===== config.mk =====
export PLATFORM = sky130hd
export DESIGN_NAME = register_file_nbits
export DESIGN_NICKNAME = d
export VERILOG_FILES = /design/src/rtl/register_file_nbits.sv
export SDC_FILE = /design/constraint.sdc
export NUM_CORES = 2
export LEC_CHECK = 0
export BUFFER_PORTS_ARGS = -buffer_cell sky130_fd_sc_hd__buf_2
export CORE_ASPECT_RATIO = 0.75
export CORE_MARGIN = 2
export CORE_UTILIZATION = 41
export DETAILED_ROUTE_END_ITERATION = 10
export GPL_TIMING_DRIVEN = 0
export PLACE_DENSITY = 0.59
export SKIP_LAST_GASP = 1
export SYNTH_ARGS = -nofsm -noshare
export SYNTH_HDL_FRONTEND = slang
export SYNTH_SLANG_ARGS = --single-unit

===== constraint.sdc =====
create_clock -name clk -period 6.5 [get_ports clk]
set_input_delay 0.65 -clock clk [delete_from_list [all_inputs] [get_ports clk]]
set_output_delay 0.65 -clock clk [all_outputs]
set_load 0.1 [all_outputs]

===== src/rtl/register_file_nbits.sv =====
`default_nettype none
// ============================================================================
// Module   : register_file_nbits
// Purpose  : Multi-entry register file, one byte-enabled write port and two
//            independent read ports, optional zero entry / bypass / reg read.
// Revision : 1.0
// ============================================================================
module register_file_nbits #(
   parameter int WIDTH    = 32,
   parameter int DEPTH    = 32,
   parameter int AW       = $clog2(DEPTH),
   parameter int ZERO_REG = 1,
   parameter int BYPASS   = 1,
   parameter int REG_READ = 0
) (
   input  logic               clk,
   input  logic               rst,
   input  logic               we,
   input  logic [AW-1:0]      waddr,
   input  logic [WIDTH-1:0]   wdata,
   input  logic [WIDTH/8-1:0] wbe,
   input  logic               ren,
   input  logic [AW-1:0]      raddr_a,
   input  logic [AW-1:0]      raddr_b,
   output logic [WIDTH-1:0]   rdata_a,
   output logic [WIDTH-1:0]   rdata_b
);
   localparam int NB = WIDTH / 8;

   logic [WIDTH-1:0] mem [DEPTH];
   logic             waddr_ok;
   logic             write_legal;
   logic [AW-1:0]    widx;
   logic [WIDTH-1:0] wmerged;
   logic [WIDTH-1:0] read_a;
   logic [WIDTH-1:0] read_b;

   // An address is live when it maps to a real entry that is not the zero entry.
   function automatic logic addr_live(input logic [AW-1:0] a);
      return (32'(a) < DEPTH) && !(ZERO_REG != 0 && a == '0);
   endfunction

   always_comb begin
      waddr_ok    = addr_live(waddr);
      write_legal = we && waddr_ok;
      widx        = waddr_ok ? waddr : '0;
      wmerged     = mem[widx];
      for (int i = 0; i < NB; i++) begin
         if (wbe[i]) begin
            wmerged[8*i +: 8] = wdata[8*i +: 8];
         end
      end
   end

   always_ff @(posedge clk) begin
      if (rst) begin
         for (int i = 0; i < DEPTH; i++) begin
            mem[i] <= '0;
         end
      end else if (write_legal) begin
         mem[widx] <= wmerged;
      end
   end

   always_comb begin
      read_a = '0;
      if (addr_live(raddr_a)) begin
         read_a = mem[raddr_a];
         if (BYPASS != 0 && write_legal && raddr_a == waddr) begin
            read_a = wmerged;
         end
      end
   end

   always_comb begin
      read_b = '0;
      if (addr_live(raddr_b)) begin
         read_b = mem[raddr_b];
         if (BYPASS != 0 && write_legal && raddr_b == waddr) begin
            read_b = wmerged;
         end
      end
   end

   generate
      if (REG_READ != 0) begin : g_reg_read
         always_ff @(posedge clk) begin
            if (rst) begin
               rdata_a <= '0;
               rdata_b <= '0;
            end else if (ren) begin
               rdata_a <= read_a;
               rdata_b <= read_b;
            end
         end
      end else begin : g_comb_read
         logic unused_ren;
         assign unused_ren = ren;
         assign rdata_a    = read_a;
         assign rdata_b    = read_b;
      end
   endgenerate

endmodule
`default_nettype wire


==> metrics <==
synthesized area between 60000 and 70000 um^2; clk buf depth 3; Top delay family on crit path compound AO/OA/AOI/OAI gates; Mapped Cells roughly 4500; Tcrit/Tclk final 103%; WL per Instance 52.2 um; setup bufs post-CTS 0; top post-synthesis cells by area edfxtp_1 50%, mux4_2 25%, nor2_1 6.5%; synth cell count leaders 1057 x nor2_1, 1024 x edfxtp_1, 680 x mux4_2; Vias 51400; largest net degree at the start of global routing 33; Chip Width between 400 and 500 um; Post-Route WL between 300 and 400 mm; status finished, violations left; CTS tree done; top cell type's share of synthesized area 50.2%; failing checks max-capacitance violations, max-slew violations, negative setup slack; area delta synth->final 12.6%; Num Clock Sinks 1024; cts bufs inserted 110; # resized after CTS 0; WHS 0.238 ns; Post-Syn Area per Cell 13.7 um^2; skew final 0.0239 ns; CP Buf/Inv Count 4; fin crit period ~6.7 ns; synth unique cells 69; count of final setup violators 2; Worst-Margin Slew 1.73 ns; I/O pin count between 100 and 150; slew margin rel. -15.6%; CP Launch Type input port; register area share after synthesis approximately half; Critical Path RT a little under 6 ns; Iter 0 DRT Violations roughly 11000; layout cell share with drive strength beyond 1 between 20% and 30%; first-pass GRT wire length around 460 mm; drt pass-1 iters 6; Final Hold Vio Count 0; Slowest cell on crit path a211oi_1; number of I/O port buffers 106; Slowest Stage Delay on Critical Path about 1.0 ns; final setup margin -0.214 ns; synth warn 0; fmax ~150 MHz; core box area ~150000 um^2; biggest regs mem (1024); initial antenna violation count 22; Final nets roughly 4800; post-placement worst setup slack about 0.29 ns; # hold bufs at CTS 0; VDD IR max just under 0.3 mV; latest clock arrival within the worst-skew pair 0.83 ns; global route overflow 0; full die area 152000 um^2; WP data arrival 6.06 ns; Leak Pwr about 24 nW; die span in y 339 um; Switch Pwr around 6.0 mW; RSZ-0062 raised after global routing no; combinational power share between 20% and 30%; max reg flops between 1000 and 1500; Reg power frac 42.1%; Top cell by count, worst path buf_2; PwrDens around 270 nW/um^2; Cell Int Power 12.4 mW; H-Tree Depth 3; Initial Util 41.4%; CTS clk-pin slew, worst paths approximately 0.06 ns; Setup TNS -0.376 ns; ys async rst share 0%; row count around 120; vias in the first global route 47800; Post-synth EDFFs between 1000 and 1500; #FFs+latches synth around 1000; Final HPWL DP 268 mm; Sw Share between 30% and 40%; crit path cell chain buf_2 -> buf_2 -> buf_2 -> nor2_1 -> nand2_1 -> o22ai_1 -> o21ai_0 -> a32oi_2 -> a211oi_1 -> buf_2; global placement routability congestion roughly 1.1; DRT antenna net count 0; hold crit path type input port to flip-flop; Crit. End Element output port; Clk pwr share around 37%; Slew Viols, Final 113; vias per cell ~7.5; WS Path Type input port to output port; Biggest register mem; GRT Total Usage between 40% and 50%; Crit Path Max Fanout 10; Synth area leader edfxtp_1; CTS root buf clkbuf_16; Max Cap Violations 13; count leader, synth nor2_1; Core Util, Final 46.6%; DRC viols 0; Main synth FF type edfxtp_1
==> layout make-up <==
cell class | count | area [um^2]
sequential | 1024 | 30700
antenna | 11 | 27.5
multi-input combinational | 2983 | 28200
clock buffer | 129 | 2910
tap | 1984 | 2480
inverter | 6 | 22.5
buffer | 496 | 2560
clock inverter | 78 | 778
timing repair buffer | 141 | 1230
fill | 13300 | 79000
==> worst paths after layout <==
| kind | start | endpoint | slack, ns | cells past startpoint |
|---|---|---|---|---|
| min reg2reg | mem[4][4] | mem[6][4] | 1.12 | 4 |
| max reg2reg | mem[22][11] | mem[29][11] | 3.43 | 6 |
| min | wdata[2] | mem[6][2] | 0.24 | 3 |
| max | waddr[2] | rdata_b[11] | -0.21 | 10 |
==> layout by cell type, fill, tap and decap left out, drive strengths merged, types with 6 or more instances in the layout <==
cell      netlist  final
nor2         1058   1058
edfxtp       1024   1024
mux4          680    680
buf           295    435
clkbuf        201    331
mux2i         230    230
nand2         197    197
a22oi         156    156
a21oi          97     97
o22ai          64     64
nand3          58     58
o21ai          54     54
clkinv          2     53
a211oi         45     45
nand2b         35     35
mux2           33     33
conb            1     32
nor3           31     31
nand4          26     26
o31ai          24     24
a31oi          24     24
a221o          23     23
nor2b          15     15
bufinv          0     15
nor4           14     14
diode           0     11
clkinvlp        0     10
a32oi           9      9
a221oi          8      8
o211ai          7      7
inv             4      6
==> power groups by stage <==
stage | Sequential, mW | Clock, mW | Combinational [mW]
6_report | 7.73 | 6.80 | 3.85
5_1_grt | 7.75 | 6.92 | 3.77
4_1_cts | 7.72 | 6.68 | 3.67
3_5_place_dp | 7.86 | 0 | 3.66
3_3_place_gp | 7.87 | 0 | 3.60
2_1_floorplan | 7.78 | 0 | 2.11
==> kinds of logic after synthesis <==
group | synth area share, %
other | 0.00613
AO/OA/AOI/OAI | 6.13
flip-flops | 50.2
XOR/XNOR | 0.143
buffers and inverters | 4.16
AND/OR/NAND/NOR | 9.95
multiplexers | 29.4
==> tightest hold or removal path: cells and delay by family <==
family	cells	cell delay, ns
compound gates	1	0.09
buf+inv	1	0.09
simple gates	1	0.11
==> through the flow <==
| step | cells | cell area, um^2 | power (mW) |
|---|---|---|---|
| floorplan | 4509 | 61300 | 9.89 |
| global placement | 6599 | 64300 | 11.5 |
| detailed placement | 6633 | 65200 | 11.5 |
| CTS | 6840 | 68900 | 18.1 |
| global route | 6843 | 68900 | 18.4 |
| finish | 6852 | 68900 | 18.4 |
==> layer usage <==
layer	track usage, %	part of all wire [%]	vias to the layer above	routed length, um
met1	58.8	35	26500	125000
met5	0.375	0.043	-	154
met3	20.1	16	1198	58400
met4	34.7	9.6	16	34300
li1	-	-	18200	-
met2	61.2	39	5440	140000
(Power assumes the default switching activity.)
